--- config.mk ---
export PLATFORM = sky130hd
export DESIGN_NAME = ram_single_arbiter
export DESIGN_NICKNAME = d
export VERILOG_FILES = /design/src/rtl/fmcw_ram_pkg.sv /design/src/rtl/ram_single_arbiter.sv
export SDC_FILE = /design/constraint.sdc
export NUM_CORES = 1
export LEC_CHECK = 0
export CORE_ASPECT_RATIO = 1.2
export CORE_UTILIZATION = 35
export CTS_BUF_LIST = sky130_fd_sc_hd__clkbuf_4 sky130_fd_sc_hd__clkbuf_8
export DETAILED_ROUTE_END_ITERATION = 10
export PLACE_DENSITY = 0.75
export SLEW_MARGIN = 20
export SYNTH_ARGS = -nofsm -noshare
export SYNTH_HDL_FRONTEND = slang
export SYNTH_SLANG_ARGS = --single-unit
--- constraint.sdc ---
create_clock -name clk -period 3.1 [get_ports clk]
set_clock_uncertainty 0.1 [all_clocks]
set_input_delay 0.31 -clock clk [delete_from_list [all_inputs] [get_ports clk]]
set_output_delay 0.31 -clock clk [all_outputs]
set_load 0.01 [all_outputs]
--- src/rtl/fmcw_ram_pkg.sv ---
// rtl/fmcw_ram_pkg.sv - shared types and constants for the single-port RAM arbiter
// Purpose: owner encoding for the arbitration FSM and the fixed read latency
//          seen by the arbiter top level and its users.
package fmcw_ram_pkg;

  typedef enum logic {
    OWN_WR = 1'b0,
    OWN_RD = 1'b1
  } owner_t;

  // Acceptance -> RAM command register -> RAM output (no output register).
  localparam int RAM_READ_LATENCY = 2;

  localparam int BURST_CNT_W = 8;

endpackage

--- src/rtl/ram_single_arbiter.sv ---
// rtl/ram_single_arbiter.sv - burst-limited round-robin arbiter for one single-port block RAM
// Purpose: shares a NO_CHANGE single-port RAM between a write requester and a
//          read requester, one accepted request per cycle, fixed read latency.
// Ports:
//   clk, rst_n                       clock, asynchronous active-low reset
//   wr_valid/wr_ready/wr_addr/wr_data write request handshake
//   rd_valid/rd_ready/rd_addr         read request handshake
//   rd_dvalid/rd_data                 read return, RAM_READ_LATENCY cycles after accept
//   ram_en/ram_we/ram_addr/ram_di     registered command to the RAM macro
//   ram_do                            RAM read data
module ram_single_arbiter
  import fmcw_ram_pkg::*;
#(
  parameter int ADDRESS_WIDTH = 10,
  parameter int DATA_WIDTH    = 16,
  parameter int MAX_BURST     = 8
) (
  input  logic                         clk,
  input  logic                         rst_n,
  input  logic                         wr_valid,
  output logic                         wr_ready,
  input  logic [ADDRESS_WIDTH-1:0]     wr_addr,
  input  logic signed [DATA_WIDTH-1:0] wr_data,
  input  logic                         rd_valid,
  output logic                         rd_ready,
  input  logic [ADDRESS_WIDTH-1:0]     rd_addr,
  output logic                         rd_dvalid,
  output logic signed [DATA_WIDTH-1:0] rd_data,
  output logic                         ram_en,
  output logic                         ram_we,
  output logic [ADDRESS_WIDTH-1:0]     ram_addr,
  output logic signed [DATA_WIDTH-1:0] ram_di,
  input  logic signed [DATA_WIDTH-1:0] ram_do
);

  localparam logic [BURST_CNT_W-1:0] BURST_LAST = BURST_CNT_W'(MAX_BURST - 1);

  owner_t                   owner_q, owner_n;
  logic [BURST_CNT_W-1:0]   burst_q, burst_n;
  logic                     contested;
  logic                     wr_acc, rd_acc;
  logic [RAM_READ_LATENCY-1:0] rd_pipe;

  // Readies depend only on the valids and the registered owner, never on
  // each other. They are held low while reset is asserted so nothing is
  // accepted into a pipeline that is being cleared.
  always_comb begin
    contested = wr_valid && rd_valid;
    wr_ready  = rst_n && wr_valid && (!rd_valid || (owner_q == OWN_WR));
    rd_ready  = rst_n && rd_valid && (!wr_valid || (owner_q == OWN_RD));
    wr_acc    = wr_valid && wr_ready;
    rd_acc    = rd_valid && rd_ready;
  end

  always_ff @(posedge clk or negedge rst_n) begin
    if (!rst_n) begin
      owner_q <= OWN_WR;
      burst_q <= '0;
    end else begin
      owner_q <= owner_n;
      burst_q <= burst_n;
    end
  end

  // Under contention the owner is always the one granted, so counting
  // contested grants bounds how long the other side waits.
  always_comb begin
    owner_n = owner_q;
    burst_n = burst_q;
    if (contested) begin
      if (burst_q >= BURST_LAST) begin
        owner_n = (owner_q == OWN_WR) ? OWN_RD : OWN_WR;
        burst_n = '0;
      end else begin
        burst_n = burst_q + 1'b1;
      end
    end else if (wr_acc) begin
      owner_n = OWN_WR;
      burst_n = '0;
    end else if (rd_acc) begin
      owner_n = OWN_RD;
      burst_n = '0;
    end
  end

  // RAM command register. Address/data hold when idle; write data only
  // moves on an accepted write.
  always_ff @(posedge clk or negedge rst_n) begin
    if (!rst_n) begin
      ram_en   <= 1'b0;
      ram_we   <= 1'b0;
      ram_addr <= '0;
      ram_di   <= '0;
    end else begin
      ram_en <= wr_acc || rd_acc;
      ram_we <= wr_acc;
      if (wr_acc) begin
        ram_addr <= wr_addr;
        ram_di   <= wr_data;
      end else if (rd_acc) begin
        ram_addr <= rd_addr;
      end
    end
  end

  // Stage 0 marks the cycle the read command sits on the RAM pins; the last
  // stage lines up with ram_do. Reset empties it, dropping in-flight reads.
  always_ff @(posedge clk or negedge rst_n) begin
    if (!rst_n) begin
      rd_pipe <= '0;
    end else begin
      rd_pipe <= {rd_pipe[RAM_READ_LATENCY-2:0], rd_acc};
    end
  end

  assign rd_dvalid = rd_pipe[RAM_READ_LATENCY-1];
  assign rd_data   = ram_do;

endmodule
==> results.txt <==
Outcome - finished clean
Async S/R FF share, synth - 1.000
First-pass GRT wire length - 5768 um
Fin. max-slew vios - 0
Multiplexer share of the synthesized area - 0.1077
Switching share of power - 0.2553
Initial Util - 0.3733
RSZ-0062 raised after global routing - no
Final net count - 272
Total die area - 0.005333 mm^2
Max_cap viols - 0
DRT Wirelength - 3713 um
Top FF cell, synth - dfrtp_1
GRT Residual Overflow - 0
Layout Cells excl Fill - 274
Simple-gate portion of the synthesized area - 0.1070
Initial antenna violation count - 0
Top cells by area, synth - dfrtp_1, mux2_2, buf_4, a31oi_1, nand3_1
Vias/cell - 4.912
Postcts setup bufs - 0
Number of synthesized register bits - 39
Critical Path Start Type - input pin
Vias in the first global route - 1218
Skew-Pair Late Insertion Delay - 0.29 ns
Yosys cell types - 27
GPL Wtd Cong - 0.7827
# H-tree levels - 2
TritonCTS clock tree - built
Synth Area in Compound Gates - 0.1155
CP endpoint kind - output pin
Clock tree sinks - 39
Synth Warn # - 0
Io pins - 103
Clock buffer depth - 2
Clock Power Share - 0.296
# rows - 27
Buffers on Ports - 70
Crit Path Max Fanout - 20
Period utilisation layout - 0.8344
Sw Pwr - 0.0003602 W
Synthesized area per cell - 11.03 um^2
Post-synthesis xor/xnor area fraction - 0
Core area - 0.004730 mm^2
Worst R2R Path Depth - 4
CP arrival - 2.18 ns
Leakage - 1.035 nW
Final setup violation count - 0
WP data required - 2.69 ns
Area Growth Syn to Fin - 42.38%
Sequential-to-total area share from yosys stat - 0.5528
Synth Area in Adders - 0.01276
Top-count cell post-synth - dfrtp_1
Initial DRT Pass Iterations - 4
Residual DRC count - 0
ANT nets after route - 0
Post-synth EDFFs - 0
Worst-Margin Slew - 0.6336 ns
Clock slew at reported path FFs - 0.07 ns
Fin. Hold Viols - 0
DP Cell Count - 265
Die Wd - 66.84 um
Diode count - 0
Worst hold margin - 0.2656 ns
Critical path class - input pin to output pin
VDD IR max - 287.1 uV
Main combinational cell family by area after synthesis - compound AO/OA/AOI/OAI gates
Synth Instances - 160
Max Freq - 386.6 MHz
Slew HR - 0.5776
Pwr dens - 561.3 mW/mm^2
Int Power - 0.001051 W
Chip Height - 79.80 um
DP Wirelength - 2729 um
Synth Cell Area - 0.001765 mm^2
GRT Total Usage - 0.1464
Yosys top cell by area - dfrtp_1
Syn_nets - 217
DR iter-0 viols - 27
Part of the power in combinational logic - 0.261
Final worst path period need - 2.587 ns
Share of layout cells above drive strength 1 - 0.1343
Min-Delay Path Class - flop to flop
Synth top area share - 0.5528
Largest net degree at the start of global routing - 28
Synth top cells by count - dfrtp_1, buf_4, mux2_2
Total negative slack - 0 ns
Seq pwr share - 0.443
Vias - 1346
Root buf cell - clkbuf_8
Post_cts resized - 0
Avg WL per Cell - 13.55 um
Num CTS Buffers - 5
Hold Path Stages - 0
## power by group through the flow
stage	Clock, W	Sequential [W]	Combinational (W)
floorplan	0	0.000666	0.000138
global placement	0	0.000634	0.000365
detailed placement	0	0.000637	0.000373
CTS	0.000437	0.000627	0.000374
global route	0.000459	0.000639	0.000399
finish	0.000418	0.000625	0.000368
## area by class of cell
| class | instances | area, um^2 |
|---|---|---|
| clock buffer | 5 | 68.82 |
| multi-input combinational | 90 | 605.6 |
| fill | 445 | 2216 |
| inverter | 5 | 18.77 |
| clock inverter | 3 | 43.79 |
| sequential | 39 | 975.9 |
| tap | 58 | 72.57 |
| timing repair buffer | 74 | 728.2 |
## routing by layer
layer	GRT usage	wire, um	vias to the layer above
met2	0.2263	1775	53
met4	0.06596	82	0
met1	0.1833	1576	630
met3	0.04714	278	9
li1	-	-	654
met5	0	0	-
## registers in the layout, summed over array words and instances (netlist names)
register / flops
ram_we: 1
ram_addr: 10
ram_di: 16
owner_q: 1
ram_en: 1
burst_q: 8
rd_pipe: 2
## through the flow
stage,instance area [um^2],setup WS (ns),total power (W),util
final,2514,0.5133,0.001411,0.5315
after global routing,2514,0.3224,0.001497,0.5315
after detailed placement,2391,0.8011,0.001009,0.5056
after CTS,2514,0.4885,0.001438,0.5315
after global placement,2391,0.8287,0.0009986,0.5056
after floorplan,1765,1.485,0.0008039,-
## final timing paths
check,from,endpoint,slack (ns)
setup / recovery,rst_n,wr_ready,0.51
setup reg to reg,burst_q[0]$_DFFE_PN0P_,owner_q$_DFFE_PN0P_,1.37
max in group asynchronous,rst_n,ram_addr[5]$_DFFE_PN0P_,1.82
min in group asynchronous,rst_n,burst_q[0]$_DFFE_PN0P_,0.40
hold / removal,rd_pipe[0]$_DFF_PN0_,rd_pipe[1]$_DFF_PN0_,0.27
hold reg to reg,rd_pipe[0]$_DFF_PN0_,rd_pipe[1]$_DFF_PN0_,0.27
## layout by cell type, fill, tap and decap left out
| master | n |
|---|---|
| a21oi_1 | 6 |
| a31oi_1 | 12 |
| a32oi_1 | 1 |
| and2_1 | 3 |
| and3_1 | 1 |
| and4_1 | 1 |
| buf_2 | 1 |
| buf_4 | 3 |
| bufinv_16 | 1 |
| clkbuf_8 | 5 |
| clkdlybuf4s50_1 | 69 |
| clkinv_2 | 1 |
| clkinv_4 | 1 |
| dfrtp_1 | 39 |
| dlygate4sd3_1 | 1 |
| ha_1 | 1 |
| inv_1 | 5 |
| maj3_1 | 1 |
| mux2_2 | 16 |
| mux2i_1 | 1 |
| nand2_1 | 3 |
| nand3_1 | 11 |
| nand4bb_1 | 1 |
| nor2_1 | 11 |
| nor2_4 | 1 |
| nor2b_1 | 2 |
| o21a_1 | 2 |
| o21ai_0 | 9 |
| o21ai_1 | 2 |
| o22ai_1 | 2 |
| o31ai_1 | 1 |
| or3_1 | 2 |
## critical path, stage by stage
cell,delay [ns]
dlygate4sd3_1,0.54
buf_2,0.35
nand2_1,0.12
buf_4,0.19
nor2_1,0.11
clkdlybuf4s50_1,0.55
## cells by family after synthesis
kind of cell / count (synthesis)
flops: 39
simple gates: 36
compound gates: 35
buf+inv: 31
mux: 17
fa+ha+maj: 2
## what timing repair did
action                     in CTS  in global routing
hold buffers                    1                  0
hold endpoints to repair       12                  0
setup endpoints to repair       0                  0
No activity file was read; power rests on OpenSTA's default activity.
